==> config.mk <==
export PLATFORM = sky130hd
export DESIGN_NAME = lsu_mem_ctrl
export DESIGN_NICKNAME = d
export VERILOG_FILES = /design/src/rtl/lsu_mem_ctrl.sv
export SDC_FILE = /design/constraint.sdc
export NUM_CORES = 1
export LEC_CHECK = 0
export ABC_AREA = 1
export BUFFER_PORTS_ARGS = -buffer_cell sky130_fd_sc_hd__buf_4
export CAP_MARGIN = 20
export CORE_MARGIN = 8
export CORE_UTILIZATION = 43
export DETAILED_ROUTE_END_ITERATION = 10
export GPL_TIMING_DRIVEN = 0
export PLACE_DENSITY = 0.71
export SLEW_MARGIN = 20
export SYNTH_ARGS = -nofsm -noshare
export SYNTH_HDL_FRONTEND = slang
export SYNTH_SLANG_ARGS = --single-unit
export TNS_END_PERCENT = 30
==> constraint.sdc <==
create_clock -name clk -period 2 [get_ports clk]
set_input_delay 0.1 -clock clk [delete_from_list [all_inputs] [get_ports clk]]
set_output_delay 0.1 -clock clk [all_outputs]
set_load 0.03 [all_outputs]
==> src/rtl/lsu_mem_ctrl.sv <==
// Load/store unit for the MEM/WB stage: one word-wide bus transaction per access,
// with byte strobes, store-data replication, load extension and a transaction timeout.
module lsu_mem_ctrl #(
  parameter int unsigned TIMEOUT = 255
) (
  input  logic        clk,
  input  logic        rst,
  input  logic        rd_en,
  input  logic        wr_en,
  input  logic [2:0]  mem_type,
  input  logic [31:0] addr,
  input  logic [31:0] wdata,
  output logic [31:0] rdata,
  output logic        stall,
  output logic        misaligned,
  output logic        bus_err,
  output logic        bus_req,
  output logic        bus_we,
  output logic [31:0] bus_addr,
  output logic [31:0] bus_wdata,
  output logic [3:0]  bus_strb,
  input  logic        bus_gnt,
  input  logic        bus_rvalid,
  input  logic [31:0] bus_rdata
);

  localparam int unsigned CNT_W = 8;
  localparam logic [CNT_W-1:0] CNT_LAST = CNT_W'(TIMEOUT - 1);

  typedef enum logic [1:0] {
    S_IDLE,
    S_REQ,
    S_WAIT,
    S_DONE
  } state_t;

  state_t           state;
  state_t           state_d;
  logic [CNT_W-1:0] cnt;
  logic [CNT_W-1:0] cnt_d;
  logic [2:0]       ld_type;
  logic [1:0]       ld_off;

  logic        is_byte;
  logic        is_half;
  logic        req_in;
  logic        mis_c;
  logic        access;
  logic        timeout;
  logic        load_done;
  logic [3:0]  strb_in;
  logic [31:0] wdata_in;
  logic [7:0]  byte_sel;
  logic [15:0] half_sel;
  logic [31:0] ext;

  // Access width from the decoder; undefined encodings fall back to word width.
  assign is_byte = (mem_type == 3'b000) || (!wr_en && mem_type == 3'b011);
  assign is_half = (mem_type == 3'b001) || (!wr_en && mem_type == 3'b100);
  assign req_in  = rd_en | wr_en;

  always_comb begin
    mis_c = 1'b0;
    if (is_half)       mis_c = addr[0];
    else if (!is_byte) mis_c = (addr[1:0] != 2'b00);
  end

  assign access     = req_in && !mis_c;
  assign misaligned = (state == S_IDLE) && req_in && mis_c;
  assign stall      = ((state == S_IDLE) && access) || (state == S_REQ) || (state == S_WAIT);

  // Store byte lanes and replicated data; reads drive no strobes.
  always_comb begin
    strb_in  = 4'b1111;
    wdata_in = wdata;
    if (is_byte) begin
      strb_in  = 4'b0001 << addr[1:0];
      wdata_in = {4{wdata[7:0]}};
    end else if (is_half) begin
      strb_in  = addr[1] ? 4'b1100 : 4'b0011;
      wdata_in = {2{wdata[15:0]}};
    end
    if (!wr_en) begin
      strb_in  = 4'b0000;
      wdata_in = 32'h0;
    end
  end

  // Load extension using the latched type and byte offset.
  always_comb begin
    byte_sel = bus_rdata[{ld_off, 3'b000} +: 8];
    half_sel = ld_off[1] ? bus_rdata[31:16] : bus_rdata[15:0];
    case (ld_type)
      3'b000:  ext = {{24{byte_sel[7]}}, byte_sel};
      3'b001:  ext = {{16{half_sel[15]}}, half_sel};
      3'b011:  ext = {24'h0, byte_sel};
      3'b100:  ext = {16'h0, half_sel};
      default: ext = bus_rdata;
    endcase
  end

  // Next state; a completing gnt/rvalid beats the timeout in the same cycle,
  // but a load granted on its last allowed cycle has no room left to wait.
  always_comb begin
    state_d   = state;
    cnt_d     = cnt;
    timeout   = 1'b0;
    load_done = 1'b0;
    case (state)
      S_IDLE: begin
        if (access) begin
          state_d = S_REQ;
          cnt_d   = '0;
        end
      end
      S_REQ: begin
        cnt_d = cnt + CNT_W'(1);
        if (bus_gnt && bus_we) begin
          state_d = S_DONE;
        end else if (cnt == CNT_LAST) begin
          state_d = S_DONE;
          timeout = 1'b1;
        end else if (bus_gnt) begin
          state_d = S_WAIT;
        end
      end
      S_WAIT: begin
        cnt_d = cnt + CNT_W'(1);
        if (bus_rvalid) begin
          state_d   = S_DONE;
          load_done = 1'b1;
        end else if (cnt == CNT_LAST) begin
          state_d = S_DONE;
          timeout = 1'b1;
        end
      end
      S_DONE:  state_d = S_IDLE;
      default: state_d = S_IDLE;
    endcase
  end

  always_ff @(posedge clk) begin
    if (rst) begin
      state     <= S_IDLE;
      cnt       <= '0;
      ld_type   <= 3'b000;
      ld_off    <= 2'b00;
      rdata     <= 32'h0;
      bus_err   <= 1'b0;
      bus_req   <= 1'b0;
      bus_we    <= 1'b0;
      bus_addr  <= 32'h0;
      bus_wdata <= 32'h0;
      bus_strb  <= 4'b0000;
    end else begin
      state   <= state_d;
      cnt     <= cnt_d;
      bus_req <= (state_d == S_REQ);
      bus_err <= timeout;
      if ((state == S_IDLE) && access) begin
        bus_we    <= wr_en;
        bus_addr  <= {addr[31:2], 2'b00};
        bus_wdata <= wdata_in;
        bus_strb  <= strb_in;
        ld_type   <= mem_type;
        ld_off    <= addr[1:0];
      end
      if (load_done)                rdata <= ext;
      else if (timeout && !bus_we)  rdata <= 32'h0;
    end
  end

endmodule
Word level (Yosys, flattened, before mapping)
Cells that the tools add are included.

Bits in registers: 116. Latch bits: 0. Bits in writable memories: 0. Memory bits (read-only): 0. Bits of input ports: 105. Output and inout port bits: 105. Logic and storage cells: 78. Memories kept: 0.

$add $sub $neg: 1. $mul: 0. Div/mod/pow operators: 0. Order comparisons: 0. Equal/unequal tests: 12. Shifts and indexed selects: 2. Multiplexer cells: 28. Bitwise logic cells: 1. Reduce and logical (&&, ||, !) cells: 23.

Operators with widths (number): $mux W32 (5); $pmux W32 S4 (1); $shiftx A32 B6 Y8 (1); $mux W16 (1); $mux W4 (4); $pmux W8 S2 (1); $mux W2 (6); $add A8 B1 Y8 const B (1); $eq A8 B8 Y1 const B (1); $logic_and A1 B1 Y1 (8); $mux W8 (1); $pmux W2 S4 (1); $mux W1 (7); $eq A3 B1 Y1 const B (2); $eq A3 B2 Y1 const B (2); $eq A3 B3 Y1 const B (2); $logic_not A3 Y1 (2); $reduce_bool A2 Y1 (3); $eq A2 B1 Y1 const B (2); $eq A2 B2 Y1 const B (2); $logic_or A1 B1 Y1 (4); $shl A1 B2 Y4 const A (1); $logic_not A1 Y1 (3); $logic_not A2 Y1 (1); other kinds (5) (5).

Longest topological paths before layout
Depth after elaboration: 10. Depth in mapped cells: 12. Gate-level depth less buffers: 11.

Worst setup path before layout
Ideal clock, no wire load.

Path kind: register to register. Start point: reg state[0]. End point: reg rdata[23]. Arrival: 1557 ps. Required time: 1930 ps. Slack: 373 ps. Cell stages (with the launch flop): 8. Buffers on the path: 2. Cells stage by stage: dfxtp_1 -> inv_1 -> ha_1 -> nand2_1 -> clkbuf_1 -> clkbuf_1 -> nand3_1 -> a21oi_1.

Word-level cells in the longest chain between the ends: 4.

RTL lines: from (decl) (line 37) `state_t state;`; from (signal assigned) (line 156) `state <= state_d;`; $eq A2 B2 Y1 or $eq A2 B1 Y1 (tied branches) (line 109) `case (state)`; $pmux W1 S2 (line 109); $logic_and A1 B1 Y1 (line 169) `else if (timeout && !bus_we) rdata <= 32'h0;`; $reduce_bool A2 Y1 (no line); to (signal assigned) (line 168) `if (load_done) rdata <= ext;`; to (decl) (line 13) `output logic [31:0] rdata,`.

Parallel ways exist; a longest one is shown, timed or not. A chain may end at the register's enable or synchronous reset.

Worst setup path after layout
Start point: reg state[1]. End point: out stall.

Word-level cells in the longest chain between the ends: 4.

RTL lines: $logic_not A2 Y1 (line 70) `assign stall = ((state == S_IDLE) && access) || (state == S_REQ) || (state == S_WAIT);`; $logic_and A1 B1 Y1 (line 70); $logic_or A1 B1 Y1 (line 70); $logic_or A1 B1 Y1 (*) (line 70); to (decl) (line 14) `output logic stall,`.

Mark *: on every way between the ends. The rest lies on a longest branch, timed or not.

==> flow_metrics.env <==
export IMPL_r2r_end="rdata[5]"
export IMPL_postSynthCellCount=864
export IMPL_whs_path_depth=3
export IMPL_seq_area_frac_synth_pct=40.5
export IMPL_final_nets=1243
export IMPL_gp_congestion=0.918
export IMPL_drt_initial_drc_count=712
export IMPL_power_switching_uw=3380
export IMPL_diodes=0
export IMPL_ant_nets=0
export IMPL_worst_slew_pin_slew_ns=0.535
export IMPL_core_area_um2=13100
export IMPL_antenna_found_initial=0
export IMPL_wl_met3_um=2410
export IMPL_design_area_um2=8600
export IMPL_muxShareOfSynthArea_pct=0
export IMPL_rr_worst_depth=8
export IMPL_fin_worst_skew_ns=0.00574
export IMPL_synth_area_per_cell_um2=6.64
export IMPL_irDropWorstVdd_uv=786
export IMPL_cts_buffers=17
export IMPL_ys_ff_latch=116
export IMPL_cp_startpoint="state[1]"
export IMPL_slew_violations=0
export IMPL_path_clk_slew_ns=0.06
export IMPL_synth_top_area_cell="dfxtp_1"
export IMPL_place_area_um2=7510
export IMPL_internal_power_uw=5820
export IMPL_total_power_uw=9210
export IMPL_rows=42
export IMPL_die_w_um=132
export IMPL_synth_adder_area_share_pct=1.31
export IMPL_cap_violations=0
export IMPL_overflow=0
export IMPL_power_share_clock_pct=35.4
export IMPL_synth_distinct_cells=36
export IMPL_m1WireLength_um=8610
export IMPL_power_density_nw_per_um2=1070
export IMPL_syn_area_um2=5740
export IMPL_instances_no_fill=1321
export IMPL_max_clock_path_buffers=2
export IMPL_drt_vias_per_instance=5.14
export IMPL_dr_pass1_iters=5
export IMPL_synth_top_family_by_area="simple AND/OR/NAND/NOR gates"
export IMPL_synth_xor_area_share_pct=0.305
export IMPL_layout_cells_most_common="buf_4"
export IMPL_synthDominantCellAreaShare_pct=40.5
export IMPL_synth_compound_area_share_pct=16.2
export IMPL_path_max_fanout=19
export IMPL_dp_cells=1247
export IMPL_wl_per_cell_um=16.1
export IMPL_grtUsageTotal_pct=24.1
export IMPL_crit_type="flip-flop to output pin"
export IMPL_drc_errors=0
export IMPL_min_to="ld_off[1]"
export IMPL_area_delta_synth_final_pct=49.8
export IMPL_p_leak_uw=0.00393
export IMPL_start_util_pct=43.7
export IMPL_ios=210
export IMPL_grt_pass1_vias=6636
export IMPL_period_share_pct=95.2
export IMPL_required_ns=1.90
export IMPL_synthTopCellsByArea="dfxtp_1 (40%), nand2_1 (13%), a21oi_1 (10%), nand3_1 (10%), nor2_1 (7.4%)"
export IMPL_switching_share_pct=36.8
export IMPL_post_dp_hpwl_um=15600
export IMPL_layout_common_cells="buf_4 (216), nand2_1 (196), nand3_1 (119), a21oi_1 (119), dfxtp_1 (115)"
export IMPL_grt_pass1_wl_um=34000
export IMPL_clock_latency_ns=0.42
export IMPL_dp_slack_ns=-0.0852
export IMPL_root_buffer="clkbuf_16"
export IMPL_finalWorstSetupSlack_ns=0.0970
export IMPL_synthSimpleGateAreaFrac_pct=33.7
export IMPL_via_count=6790
export IMPL_max_slew_margin_pct=64.3
export IMPL_fmax_mhz=525
export IMPL_fillers=1173
export IMPL_final_setup_viol_count=0
export IMPL_arrival_ns=1.80
export IMPL_port_buffers=206
export IMPL_min_period_ns=1.90
export IMPL_grt_start_max_net_pins=20
export IMPL_ys_warn_count=0
export IMPL_rsz0062_at_grt="yes"
export IMPL_reg2reg_from="ld_off[1]"
export IMPL_hold_viol=0
export IMPL_worst_setup_path_start_kind="flip-flop"
export IMPL_tritoncts="built"
export IMPL_r2r_setup_slack_ns=0.19
export IMPL_p_comb_share_pct=34.5
export IMPL_power_frac_seq_pct=30.1
export IMPL_clkSinkCount=116
export IMPL_die_h_um=132
export IMPL_status="finished, final reports clean"
export IMPL_met2WireLength_um=9750
export IMPL_endpoint_kind="output pin"
export IMPL_hp_start="addr[1]"
export IMPL_drive_above_1_share_pct=25.9
export IMPL_dr_max_layer_used="met4"
export IMPL_hold_class="input pin to flip-flop"
export IMPL_htreeDepth=4
export IMPL_fp_dieArea_um2=17300
export IMPL_totalWireLength_um=21200
[flip-flops by register name (all words and copies together), names as in the netlist, 2 cells and up]
name / count
state: 2
bus_strb: 4
bus_wdata: 32
rdata: 32
cnt: 8
ld_off: 2
bus_addr: 30
ld_type: 3
[layout make-up]
cell class	instances	area (µm²)	area share, %
tap	176	220	2.56
multi-input combinational	645	2980	34.7
clock inverter	15	204	2.37
timing repair buffer	249	1970	22.9
sequential	116	2320	27.0
buffer	56	298	3.46
inverter	47	176	2.05
clock buffer	17	425	4.95
[what timing repair did]
item | in CTS | in global routing
resized for setup | 7 | 15
hold buffers | 41 | 0
buffers inserted | 0 | 2
setup endpoints to repair | 21 | 32
hold endpoints to repair | 41 | 0
gates cloned | 0 | 0
pin swaps | 0 | 2
[worst max-delay path, cell delays in order (launching register included)]
cell     delay, ns
dfxtp_1       0.35
inv_1         0.11
ha_4          0.20
o21ai_2       0.11
inv_1         0.09
nand2_2       0.11
buf_12        0.16
nand2_1       0.07
buf_4         0.17
[synth_stat cells]
cell type  instances
nor2_1           113
nand3b_1           2
o21ai_0           54
nand2_1          198
o21ai_1            1
a21oi_4            1
nand2_2            6
ha_1               6
o211ai_2           1
o211ai_1           1
clkbuf_2           1
xnor2_1            1
clkinv_1           1
conb_1             1
nor3b_1            1
xor2_1             1
nand3_1          119
buf_4             10
inv_1             45
clkbuf_1          29
dfxtp_1          116
or2_0              2
inv_2              1
nand3b_2           1
a21oi_1          119
buf_6              2
nand4_1            2
nor3_2             1
or2_2              6
nand3_2            1
o22ai_1            2
buf_2             13
a21oi_2            1
nor3_1             2
buf_1              2
nor2_2             1
[worst max-delay path by stage]
stage / to / slack [ns] / depth (start not counted)
after floorplan: rdata[23] / 0.37 / 7
after global placement: rdata[17] / -0.08 / 7
after detailed placement: rdata[15] / -0.09 / 7
after CTS: stall / -0.002 / 8
after global routing: stall / -0.02 / 8
final: stall / 0.1 / 8
[cell families (layout without fill, tap and decap cells)]
| kind of cell | after synthesis | in the layout |
|---|---|---|
| DFF | 116 | 116 |
| xor gates and xnor gates | 2 | 2 |
| buffers and inverters | 104 | 384 |
| other | 1 | 2 |
| adders and majority gates | 6 | 6 |
| and+or+nand+nor | 455 | 455 |
| AOI/OAI and AO/OA | 180 | 180 |
[metrics by stage]
| stage | utilization [%] | hold WS (ns) | setup TNS (ns) |
|---|---|---|---|
| global route | 65.5 | 0.0627 | -0.0364 |
| global placement | 57.2 | 0.348 | -1.21 |
| CTS | 65.2 | 0.0181 | -0.00163 |
| floorplan | - | 0.260 | 0 |
| detailed placement | 57.2 | 0.358 | -1.06 |
| finish | 65.5 | 0.0293 | 0 |
[routing by layer]
metal	track usage [%]	vias up
met5	0	-
met4	8.74	0
met3	10.7	38
met2	38.7	305
met1	27.7	3077
li1	-	3370
[power by group through the flow]
stage | Sequential [µW] | Combinational, µW | Clock, µW
floorplan | 3250 | 1510 | 0
global placement | 2800 | 2990 | 0
detailed placement | 2800 | 3010 | 0
CTS | 2760 | 3100 | 3290
global route | 2800 | 3470 | 3400
finish | 2770 | 3180 | 3260
No activity file was read; power rests on OpenSTA's default activity.
